File: config.mk
export PLATFORM = sky130hd
export DESIGN_NAME = alu64_seq_ctrl
export DESIGN_NICKNAME = d
export VERILOG_FILES = /design/src/rtl/alu64_seq_ctrl.sv
export SDC_FILE = /design/constraint.sdc
export NUM_CORES = 1
export LEC_CHECK = 0
export ABC_AREA = 1
export CAP_MARGIN = 20
export CORE_UTILIZATION = 61
export DETAILED_ROUTE_END_ITERATION = 8
export PLACE_DENSITY = 0.89
export SKIP_LAST_GASP = 1
export SYNTH_ARGS = -nofsm -noshare
export SYNTH_HDL_FRONTEND = slang
export SYNTH_SLANG_ARGS = --single-unit
export TNS_END_PERCENT = 50
File: constraint.sdc
create_clock -name clk -period 9.83 [get_ports clk]
set_clock_uncertainty 0.15 [all_clocks]
set_input_delay 1.966 -clock clk [delete_from_list [all_inputs] [get_ports clk]]
set_output_delay 1.966 -clock clk [all_outputs]
set_load 0.01 [all_outputs]
File: src/rtl/alu64_seq_ctrl.sv
// alu64_seq_ctrl: sequencing controller around one shared 64-bit
// carry-lookahead adder. Runs single-cycle ADD/SUB and a 32-step radix-2
// Booth signed multiply that reuses the same adder every cycle.

// 64-bit carry-lookahead adder with carry-out and signed overflow.
module cla64_ov (
  input  logic [63:0] a_i,
  input  logic [63:0] b_i,
  input  logic        ci_i,
  output logic [63:0] s_o,
  output logic        co_o,
  output logic        ovf_o
);

  logic [63:0] g;
  logic [63:0] p;
  logic [64:0] c;
  logic        grp_g;
  logic        grp_p;

  // 4-bit lookahead blocks; each block's carry-out comes from its group G/P.
  always_comb begin
    g     = a_i & b_i;
    p     = a_i ^ b_i;
    c     = '0;
    grp_g = 1'b0;
    grp_p = 1'b0;
    c[0]  = ci_i;
    for (int unsigned blk = 0; blk < 16; blk++) begin
      c[4*blk+1] = g[4*blk] | (p[4*blk] & c[4*blk]);
      c[4*blk+2] = g[4*blk+1] | (p[4*blk+1] & g[4*blk])
                 | (p[4*blk+1] & p[4*blk] & c[4*blk]);
      c[4*blk+3] = g[4*blk+2] | (p[4*blk+2] & g[4*blk+1])
                 | (p[4*blk+2] & p[4*blk+1] & g[4*blk])
                 | (p[4*blk+2] & p[4*blk+1] & p[4*blk] & c[4*blk]);
      grp_g = g[4*blk+3] | (p[4*blk+3] & g[4*blk+2])
            | (p[4*blk+3] & p[4*blk+2] & g[4*blk+1])
            | (p[4*blk+3] & p[4*blk+2] & p[4*blk+1] & g[4*blk]);
      grp_p = p[4*blk+3] & p[4*blk+2] & p[4*blk+1] & p[4*blk];
      c[4*blk+4] = grp_g | (grp_p & c[4*blk]);
    end
    s_o   = p ^ c[63:0];
    co_o  = c[64];
    ovf_o = c[64] ^ c[63];
  end

endmodule

module alu64_seq_ctrl #(
  parameter int WIDTH    = 64,
  parameter int MUL_BITS = 32
) (
  input  logic             clk,
  input  logic             reset_n,
  input  logic             start,
  input  logic [1:0]       op,
  input  logic [WIDTH-1:0] a,
  input  logic [WIDTH-1:0] b,
  output logic             busy,
  output logic             done,
  output logic [WIDTH-1:0] result,
  output logic             ovf,
  output logic             co
);

  localparam int CW = $clog2(MUL_BITS);
  localparam logic [CW-1:0] CNT_LAST = CW'(MUL_BITS - 1);
  localparam logic [1:0] OP_ADD = 2'b00;
  localparam logic [1:0] OP_SUB = 2'b01;
  localparam logic [1:0] OP_MUL = 2'b10;

  typedef enum logic [1:0] {S_IDLE, S_EXEC, S_MUL, S_DONE} state_e;

  state_e              state_q, state_d;
  logic [1:0]          op_q, op_d;
  logic [WIDTH-1:0]    a_q, a_d;
  logic [WIDTH-1:0]    b_q, b_d;
  logic [MUL_BITS:0]   acc_q, acc_d;
  logic [MUL_BITS-1:0] mq_q, mq_d;
  logic                qm1_q, qm1_d;
  logic [CW-1:0]       cnt_q, cnt_d;
  logic [WIDTH-1:0]    result_q, result_d;
  logic                ovf_q, ovf_d;
  logic                co_q, co_d;

  logic [WIDTH-1:0]    add_x, add_y, add_s;
  logic                add_ci, add_co, add_ovf;
  logic [1:0]          booth;
  logic [MUL_BITS:0]   acc_new;
  logic [WIDTH-1:0]    m_ext;

  cla64_ov u_add (
    .a_i   (add_x),
    .b_i   (add_y),
    .ci_i  (add_ci),
    .s_o   (add_s),
    .co_o  (add_co),
    .ovf_o (add_ovf)
  );

  // State and datapath registers; reset discards any in-flight command.
  always_ff @(posedge clk or negedge reset_n) begin
    if (!reset_n) begin
      state_q  <= S_IDLE;
      op_q     <= '0;
      a_q      <= '0;
      b_q      <= '0;
      acc_q    <= '0;
      mq_q     <= '0;
      qm1_q    <= 1'b0;
      cnt_q    <= '0;
      result_q <= '0;
      ovf_q    <= 1'b0;
      co_q     <= 1'b0;
    end else begin
      state_q  <= state_d;
      op_q     <= op_d;
      a_q      <= a_d;
      b_q      <= b_d;
      acc_q    <= acc_d;
      mq_q     <= mq_d;
      qm1_q    <= qm1_d;
      cnt_q    <= cnt_d;
      result_q <= result_d;
      ovf_q    <= ovf_d;
      co_q     <= co_d;
    end
  end

  // Next-state, adder operand steering and Booth step.
  always_comb begin
    state_d  = state_q;
    op_d     = op_q;
    a_d      = a_q;
    b_d      = b_q;
    acc_d    = acc_q;
    mq_d     = mq_q;
    qm1_d    = qm1_q;
    cnt_d    = cnt_q;
    result_d = result_q;
    ovf_d    = ovf_q;
    co_d     = co_q;
    add_x    = '0;
    add_y    = '0;
    add_ci   = 1'b0;
    booth    = {mq_q[0], qm1_q};
    acc_new  = acc_q;
    m_ext    = {{(WIDTH-MUL_BITS){a_q[MUL_BITS-1]}}, a_q[MUL_BITS-1:0]};

    unique case (state_q)
      S_IDLE: begin
        if (start) begin
          op_d = op;
          a_d  = a;
          b_d  = b;
          if (op == OP_MUL) begin
            acc_d   = '0;
            mq_d    = b[MUL_BITS-1:0];
            qm1_d   = 1'b0;
            cnt_d   = '0;
            state_d = S_MUL;
          end else begin
            state_d = S_EXEC;
          end
        end
      end

      S_EXEC: begin
        add_x  = a_q;
        add_y  = (op_q == OP_SUB) ? ~b_q : b_q;
        add_ci = (op_q == OP_SUB);
        if (op_q == OP_ADD || op_q == OP_SUB) begin
          result_d = add_s;
          co_d     = add_co;
          ovf_d    = add_ovf;
        end else begin
          result_d = '0;
          co_d     = 1'b0;
          ovf_d    = 1'b0;
        end
        state_d = S_DONE;
      end

      S_MUL: begin
        // A is 33 bits wide and sign-extended into the adder so A-M stays
        // exact even for M = -2^31; only the low 33 sum bits are kept.
        if (booth == 2'b01 || booth == 2'b10) begin
          add_x   = {{(WIDTH-MUL_BITS-1){acc_q[MUL_BITS]}}, acc_q};
          add_y   = (booth == 2'b10) ? ~m_ext : m_ext;
          add_ci  = (booth == 2'b10);
          acc_new = add_s[MUL_BITS:0];
        end
        acc_d = {acc_new[MUL_BITS], acc_new[MUL_BITS:1]};
        mq_d  = {acc_new[0], mq_q[MUL_BITS-1:1]};
        qm1_d = mq_q[0];
        cnt_d = cnt_q + CW'(1);
        if (cnt_q == CNT_LAST) begin
          result_d = {acc_d[MUL_BITS-1:0], mq_d};
          ovf_d    = 1'b0;
          co_d     = 1'b0;
          state_d  = S_DONE;
        end
      end

      S_DONE: begin
        state_d = S_IDLE;
      end

      default: begin
        state_d = S_IDLE;
      end
    endcase
  end

  assign busy   = (state_q != S_IDLE);
  assign done   = (state_q == S_DONE);
  assign result = result_q;
  assign ovf    = ovf_q;
  assign co     = co_q;

endmodule

==> results of run 1 <==
power by group through the flow:
stage	registers, mW	logic [mW]	clock network, mW
3_3_place_gp	1.98	3.06	0
4_1_cts	1.99	3.20	1.02
6_report	2.00	3.27	1.01
2_1_floorplan	1.92	2.10	0
3_5_place_dp	2.00	3.17	0
5_1_grt	2.05	3.58	1.06
logic make-up after synthesis:
group           after synthesis
fa+ha+maj                    87
flops                       268
compound gates              614
buf+inv                     273
xor+xnor                     24
simple gates                821
worst max path at each step:
stage	startpoint	to	slack (ns)	depth (start not counted)
after floorplan	state_q[0]$_DFFE_PN0P_	result[61]$_DFFE_PN0P_	4.64	47
after global placement	state_q[0]$_DFFE_PN0P_	result[61]$_DFFE_PN0P_	3.32	49
after detailed placement	state_q[0]$_DFFE_PN0P_	result[61]$_DFFE_PN0P_	3.14	49
after CTS	state_q[0]$_DFFE_PN0P_	result[61]$_DFFE_PN0P_	3.12	49
after global routing	state_q[0]$_DFFE_PN0P_	result[61]$_DFFE_PN0P_	2.31	49
final	state_q[0]$_DFFE_PN0P_	result[61]$_DFFE_PN0P_	3.03	49
registers in the layout, indices dropped and copies added (netlist names):
| name | count |
|---|---|
| op_q | 2 |
| acc_q | 32 |
| result | 64 |
| cnt_q | 5 |
| b_q | 64 |
| co | 1 |
| state_q | 2 |
| qm1_q | 1 |
| a_q | 64 |
| ovf | 1 |
| mq_q | 32 |
cell type report:
| type | count | area [µm²] | share of cell area |
|---|---|---|---|
| Inverter | 140 | 526.8 | 0.02790 |
| Multi-Input combinational cell | 1546 | 8215 | 0.4351 |
| Timing Repair Buffer | 216 | 2160 | 0.1144 |
| Clock buffer | 39 | 813.3 | 0.04307 |
| Sequential cell | 268 | 6706 | 0.3552 |
| Tap cell | 330 | 412.9 | 0.02187 |
| Clock inverter | 8 | 46.29 | 0.002452 |
layer usage:
| layer | wire length [µm] | global-route usage |
|---|---|---|
| met5 | 0 | 0 |
| met4 | 2617 | 0.1890 |
| met3 | 4190 | 0.05282 |
| met2 | 22800 | 0.6067 |
| met1 | 18510 | 0.4653 |
critical path, delay by kind of cell, from the launching register on:
kind / cells / cell delay, ns
fa+ha+maj: 3 / 0.89
buf+inv: 6 / 1.74
simple gates: 34 / 2.55
flops: 1 / 0.42
compound gates: 6 / 0.95
cells in the final DEF, fill, tap and decap left out, types with 36 or more instances in the layout:
cell type	count
nand2_1	663
dfrtp_1	268
a21oi_1	226
o21ai_0	204
clkdlybuf4s50_1	199
inv_1	133
nor2_1	94
ha_1	69
a21o_1	65
o221ai_1	37
nand3_1	36
==> flow_summary.ini, run 1 <==
[power]
internal_power_mw = 3.321
p_total_mw = 6.287
p_sw_frac = 0.4717
clkPwrFrac = 0.161
p_per_area_nw_per_um2 = 333.0
pwr-share-comb = 0.520
peakVddDrop_mv = 0.2537
p_leak_nw = 8.913
p_seq_frac = 0.318
power.net_switching_mw = 2.965

[synth]
synthFlopType = dfrtp_1
yosysSeqAreaShare = 0.4217
syn_nets = 2307
netlist_area_um2 = 15900
synth-async-reset-ratio = 1.000
yosys-mux-area-fraction = 0
ys_ff_latch = 268
synth_top_family_by_area = compound AO/OA/AOI/OAI gates
synth_edf_count = 0
yosys.area_share.simple = 0.2032
synth_top_area_cell = dfrtp_1
syn_area_per_cell_um2 = 7.619
synth_top_area_share = 0.4217
synthAdderAreaFrac = 0.07601
ys_top_cells_by_count = nand2_1 (666), dfrtp_1 (268), a21oi_1 (226), o21ai_0 (204), inv_1 (136)
synthesis.instances = 2087
yosysMostFrequentCell = nand2_1
yosysUniqueCellTypes = 32
synth-compound-area-share = 0.2210
synthTopCellsByArea = dfrtp_1 (42%), nand2_1 (16%), a21oi_1 (7.1%)
synth-xor-area-share = 0.01322
ys_warn_count = 0

[status]
status = finished clean

[place]
io_buffer_count = 200
dpl_cell_area_um2 = 17990
place_congestion = 0.9540
hpwl_mm = 33.92
pre_cts_slack_ns = 3.140
dp.cells = 2499

[sta]
fmax_ghz = 0.1471
grt_setup_unrepaired = false
final-setup-viol-count = 0
tns_ns = 0
fin_hold_ws_ns = 0.3267
drv_slew = 0
setup_ws_ns = 3.032
maxSlewHeadroom = 0.2970
min_period_ns = 6.798
hold_viol = 0
period_share = 0.6916
tightest_slew_ns = 1.054

[detailed_routing]
totalWireLength_mm = 48.11
vias = 15398
dr.pass1.iters = 6
wl_per_cell_um = 18.89
ant_nets = 0
drtIter0Drc = 1868
drc = 0
vias_per_cell = 6.046

[clock_network]
cts_hold_buf = 0
cts_inserted_buffers = 28
h-tree-depth = 1
cts_resized = 0
post_cts_buffers = 0
clk-insertion-delay-late_ns = 0.56
cts_tree = done
cts.clk_slew.worst_paths_ns = 0.06
root_buffer = clkbuf_16
clk_path_buf_depth = 3
cts.sinks = 268

[setup_path]
end_kind = register
rr_worst_depth = 49
cp_data_arrival_time_ns = 7.14
cp_max_fo = 51
crit_required_ns = 10.17
r2r-end = result[61]$_DFFE_PN0P_
r2r_slack_ns = 3.03
critPathKind = register to register
slowest_stage = inv_2
max_stage_delay_ns = 0.49
startpoint_type = register
reg2reg_from = state_q[0]$_DFFE_PN0P_
cpMostUsedCell = nand2_1

[hold_path]
hold_depth = 2
min_path_type = register to register
worstHoldStart = result[24]$_DFFE_PN0P_
holdPathEnd = result[24]$_DFFE_PN0P_

[global_routing]
grt_usage = 0.3657
grt_pass1_wl_mm = 76.70
antenna_found_initial = 0
grt-ovfl-total = 0
grt_max_degree = 178
grt_pass1_vias = 14977

[flow_run]
maxCapViolCount = 0

[layout]
n_fill_cell = 1925
nNetsFinal = 2420
layout-drive-gt1-share = 0.04105
area_delta_synth_final_pct = 18.73
finish.utilization = 0.7434
n_antenna_cell = 0
final_cell_area_um2 = 18880
layout.cells.non_filler = 2547

[floorplanning]
die_y_um = 163.5
core-area_um2 = 25400
initial_core_util = 0.6261
fp.dieArea_um2 = 26720
die_x_um = 163.5
core.rowCount = 58
ioPinCount = 201
Power figures use the tool's default switching activity.
==> run 2, diff against run 1 <==
- CORE_UTILIZATION: 61 -> 51
- PLACE_DENSITY: 0.89 -> 0.79
- clock period: 9.83 -> 6.15 ns (I/O delays scaled with it)
==> run 2 against run 1 <==
Against the previous run: power grew 62%; via count is 1.7% lower; final cell count grew 3.2%; worst setup slack lost 2.4 ns; clock power up 71%; wire length rose by 1.8%; sequential power is 61% higher; global-route usage fell by 5.7 points; combinational power rose by 61%; critical path depth is 17 lower; first-iteration DRC count shrank 23%; flip-flop and latch count unchanged; largest cell class unchanged.
==> flow_summary.ini, run 2 (same netlist as run 1, synthesis figures left out) <==
[status]
status = finished clean

[place]
place_congestion = 0.9216
io_buffer_count = 200
hpwl_mm = 35.74

[flow_run]
maxCapViolCount = 0

[layout]
n_fill_cell = 2676
finish.utilization = 0.6230
layout-drive-gt1-share = 0.04657
n_antenna_cell = 0
nNetsFinal = 2432
final_common_cell = nand2_1
final_cell_mix = nand2_1 (663), dfrtp_1 (268), a21oi_1 (226)
area_delta_synth_final_pct = 20.15
multiInputGateArea_um2 = 8215
regArea_um2 = 6706

[clock_network]
cts.sinks = 268
cts_inserted_buffers = 28
h-tree-depth = 1
cts_hold_buf = 0
cts_tree = done
root_buffer = clkbuf_16
clk_path_buf_depth = 3
cts_resized = 0
clk-insertion-delay-late_ns = 0.56
cts.clk_slew.worst_paths_ns = 0.06
post_cts_buffers = 0

[power]
p_total_mw = 10.21
p_per_area_nw_per_um2 = 534.5
p_leak_nw = 8.982
power.net_switching_mw = 4.771
pwr-share-comb = 0.516
p_seq_frac = 0.315
clkPwrFrac = 0.170
peakVddDrop_mv = 0.3150
p_sw_frac = 0.4672
internal_power_mw = 5.441

[sta]
tns_ns = 0
final-setup-viol-count = 0
maxSlewHeadroom = 0.3467
fmax_ghz = 0.1806
min_period_ns = 5.537
drv_slew = 0
grt_setup_unrepaired = false
hold_viol = 0
tightest_slew_ns = 0.9799
fin_hold_ws_ns = 0.3302
period_share = 0.9004

[setup_path]
critPathKind = register to register
cp_max_fo = 24
critPathTopFamily = buffers and inverters
slowest_stage = fa_1
crit_required_ns = 6.50
end_kind = register
r2r_slack_ns = 0.61
path_buf_inv = 7
max_stage_delay_ns = 0.45
cpMostUsedCell = nand2_4
cp_data_arrival_time_ns = 5.88
startpoint_type = register

[floorplanning]
ioPinCount = 201
die_x_um = 178.6
fp.dieArea_um2 = 31890
core-area_um2 = 30670
die_y_um = 178.6
initial_core_util = 0.5185
core.rowCount = 64

[global_routing]
grt_pass1_vias = 14307
grt_usage = 0.3085
grt_max_degree = 144
grt-ovfl-total = 0
antenna_found_initial = 0
grt_pass1_wl_mm = 76.28

[detailed_routing]
vias = 15137
totalWireLength_mm = 48.99
drtIter0Drc = 1435
vias_per_cell = 5.758
drc = 0
ant_nets = 0
wl_per_cell_um = 18.63
dr.pass1.iters = 6

[hold_path]
min_path_type = register to register
-- run 2: cell count changes in the layout (fill, tap and decap cells not counted), moves of 2 or more --
| cell | change |
|---|---|
| clkbuf_1 | +3 |
| buf_4 | +13 |
| bufinv_16 | +2 |
| clkinvlp_4 | +2 |
| clkinv_2 | -2 |
-- run 2: power by group through the flow --
stage | clock network (mW) | logic (mW) | registers, mW
2_1_floorplan | 0 | 3.36 | 3.07
3_3_place_gp | 0 | 5.07 | 3.20
3_5_place_dp | 0 | 5.18 | 3.21
4_1_cts | 1.75 | 5.22 | 3.20
5_1_grt | 1.81 | 5.80 | 3.29
6_report | 1.73 | 5.27 | 3.21
-- run 2: cell type report --
cell class                      instances  share of cell area
Sequential cell                       268              0.3510
Timing Repair Buffer                  228              0.1167
Multi-Input combinational cell       1546              0.4300
Tap cell                              396             0.02593
Inverter                              140             0.02764
Clock inverter                          9            0.005566
Clock buffer                           42             0.04316
-- run 2: stage by stage --
| step | setup WS (ns) | cell area, µm² | std cells |
|---|---|---|---|
| 2_1_floorplan | 0.9628 | 15900 | 2087 |
| 3_3_place_gp | 0.9018 | 18170 | 2578 |
| 3_5_place_dp | 0.7246 | 18170 | 2578 |
| 4_1_cts | 0.6979 | 19110 | 2629 |
| 5_1_grt | 0.1993 | 19110 | 2629 |
| 6_report | 0.6128 | 19110 | 2629 |
-- run 2: worst register-to-register path, delay by kind of cell, from the launching register on --
| family | cells | cell delay (ns) |
|---|---|---|
| buffers and inverters | 7 | 1.46 |
| adders and majority gates | 3 | 1.06 |
| and+or+nand+nor | 14 | 1.02 |
| AOI/OAI and AO/OA | 8 | 1.36 |
| DFF | 1 | 0.43 |
-- run 2: final timing paths --
check | startpoint | to | cells after the start
worst min register to register | a_q[60]$_DFFE_PN0P_ | a_q[60]$_DFFE_PN0P_ | 2
max in group asynchronous | reset_n | acc_q[26]$_DFFE_PN0P_ | 2
worst max register to register | state_q[0]$_DFFE_PN0P_ | result[61]$_DFFE_PN0P_ | 32
min in group asynchronous | reset_n | result[21]$_DFFE_PN0P_ | 1
worst min-delay path | a_q[60]$_DFFE_PN0P_ | a_q[60]$_DFFE_PN0P_ | 2
worst max-delay path | state_q[0]$_DFFE_PN0P_ | result[61]$_DFFE_PN0P_ | 32
-- run 2: per-layer routing --
metal	GRT usage	routed length (µm)	vias to the layer above
met5	0	0	-
met4	0.1268	1964	0
met3	0.03431	3365	107
met2	0.5081	23130	586
met1	0.4134	20530	7239
li1	-	-	7205
==> run 3, diff against run 2 <==
- clock period: 6.15 -> 4.45 ns (I/O delays scaled with it)
==> run 3 against run 2 <==
Against the previous run: the flow now finishes with violations (setup timing); largest cell class unchanged; combinational power rose by 60%; sequential power increased by 39%; flip-flop and latch count did not move; non-clock buffer count increased by 139; critical path depth is 15 higher; critical path type unchanged; register-to-register slack worse by 0.99 ns; count of clock-buffer cells in the layout increased by 1; fmax rose by 15%; clock power is 46% higher.
==> flow_summary.ini, run 3 (same netlist as run 1, synthesis figures left out) <==
[status]
status = finished, violations left
violations = setup timing

[clock_network]
cts_inserted_buffers = 28
cts.clk_slew.worst_paths_ns = 0.06
cts_tree = done
clk_path_buf_depth = 3
cts.sinks = 268
root_buffer = clkbuf_16
clk-insertion-delay-late_ns = 0.55
cts_hold_buf = 0
h-tree-depth = 1

[place]
place_congestion = 0.9481
pre_cts_slack_ns = -0.3201
dp.cells = 2673
dpl_cell_area_um2 = 19070
hpwl_mm = 37.69
io_buffer_count = 200

[floorplanning]
die_x_um = 178.6
initial_core_util = 0.5185
core.rowCount = 64
die_y_um = 178.6
fp.dieArea_um2 = 31890
core-area_um2 = 30670
ioPinCount = 201

[layout]
final_common_cell = nand2_1
nNetsFinal = 2572
layout.cells.non_filler = 2770
finish.utilization = 0.6766
n_antenna_cell = 0
final_cell_mix = nand2_1 (648), dfrtp_1 (268), a21oi_1 (210)
layout-drive-gt1-share = 0.1340
area_delta_synth_final_pct = 30.51
final_cell_area_um2 = 20750

[sta]
drv_slew = 0
period_share = 1.084
tightest_slew_ns = 0.8424
maxSlewHeadroom = 0.4384
fin_hold_ws_ns = 0.1932
tns_ns = -3.957
fmax_ghz = 0.2072
setup_ws_ns = -0.3752
grt_setup_unrepaired = true
min_period_ns = 4.825
hold_viol = 0
final-setup-viol-count = 26

[power]
clkPwrFrac = 0.164
peakVddDrop_mv = 0.4744
power.net_switching_mw = 6.999
p_sw_frac = 0.4532
pwr-share-comb = 0.547
p_total_mw = 15.44
p_leak_nw = 9.883
p_seq_frac = 0.289
internal_power_mw = 8.443
p_per_area_nw_per_um2 = 744.1

[global_routing]
grt_pass1_vias = 14978
antenna_found_initial = 1
grt-ovfl-total = 0
grt_usage = 0.3250
grt_pass1_wl_mm = 80.74
grt_max_degree = 93

[detailed_routing]
vias_per_cell = 5.665
dr.pass1.iters = 5
wl_per_cell_um = 18.61
totalWireLength_mm = 51.54
ant_nets = 0
vias = 15693
drtIter0Drc = 1346
drc = 0

[setup_path]
cp_max_fo = 7
end_kind = register
critPathKind = register to register
cp_data_arrival_time_ns = 5.17
crit_required_ns = 4.79
max_stage_delay_ns = 0.37
slowest_stage = dfrtp_1
startpoint_type = register

[flow_run]
maxCapViolCount = 0

[hold_path]
min_path_type = input port to async pin
==> run 3: changes by cell type in the layout (fill, tap and decap cells not counted), sizes merged <==
cell,change
buf,+138
bufinv,+2
clkbuf,+2
clkinvlp,-2
inv,+2
clkinv,-1
==> run 3: final cells by class <==
cell class / instances / area, µm²
Clock buffer: 43 / 838.3
Fill cell: 2519 / 9917
Clock inverter: 9 / 151.4
Tap cell: 396 / 495.5
Timing Repair Buffer: 367 / 3442
Multi-Input combinational cell: 1546 / 8566
Sequential cell: 268 / 6706
Timing Repair inverter: 1 / 6.256
Inverter: 140 / 546.8
==> run 3: layer usage <==
metal | vias to the layer above | share of wire | track usage
met5 | - | 0.00025 | 0
met2 | 637 | 0.48 | 0.5394
met4 | 2 | 0.034 | 0.1077
met1 | 7456 | 0.42 | 0.4419
met3 | 112 | 0.069 | 0.03645
li1 | 7486 | - | -
==> run 3: power groups by stage <==
stage | combinational [mW] | sequential [mW] | clock, mW
2_1_floorplan | 4.82 | 4.25 | 0
3_3_place_gp | 7.71 | 4.45 | 0
3_5_place_dp | 7.88 | 4.46 | 0
4_1_cts | 8.04 | 4.44 | 2.55
5_1_grt | 9.26 | 4.58 | 2.64
6_report | 8.45 | 4.46 | 2.53
==> run 3: worst paths after layout <==
check                                          from                     end  slack [ns]  depth (start not counted)
worst min register to register  a_q[50]$_DFFE_PN0P_     a_q[50]$_DFFE_PN0P_        0.33                          2
max in group asynchronous                   reset_n     a_q[54]$_DFFE_PN0P_        2.94                          2
worst min-delay path                        reset_n  result[27]$_DFFE_PN0P_        0.19                          1
min in group clk                a_q[50]$_DFFE_PN0P_     a_q[50]$_DFFE_PN0P_        0.33                          2
worst max register to register    qm1_q$_DFFE_PN0P_  result[61]$_DFFE_PN0P_       -0.38                         47
worst max-delay path              qm1_q$_DFFE_PN0P_  result[61]$_DFFE_PN0P_       -0.38                         47
==> run 3: timing repair <==
| item | in CTS | in global routing |
|---|---|---|
| setup endpoints to repair | 20 | 52 |
| cloned | 1 | 1 |
| buffers inserted | 23 | 23 |
| resized for setup | 16 | 80 |
| pin swaps | 8 | 60 |
==> run 3: critical path, delay by kind of cell (launching register included) <==
family	cells	cell delay, ns
AOI/OAI and AO/OA	6	0.75
buffers and inverters	4	0.35
and+or+nand+nor	34	2.31
adders and majority gates	3	0.88
DFF	1	0.37
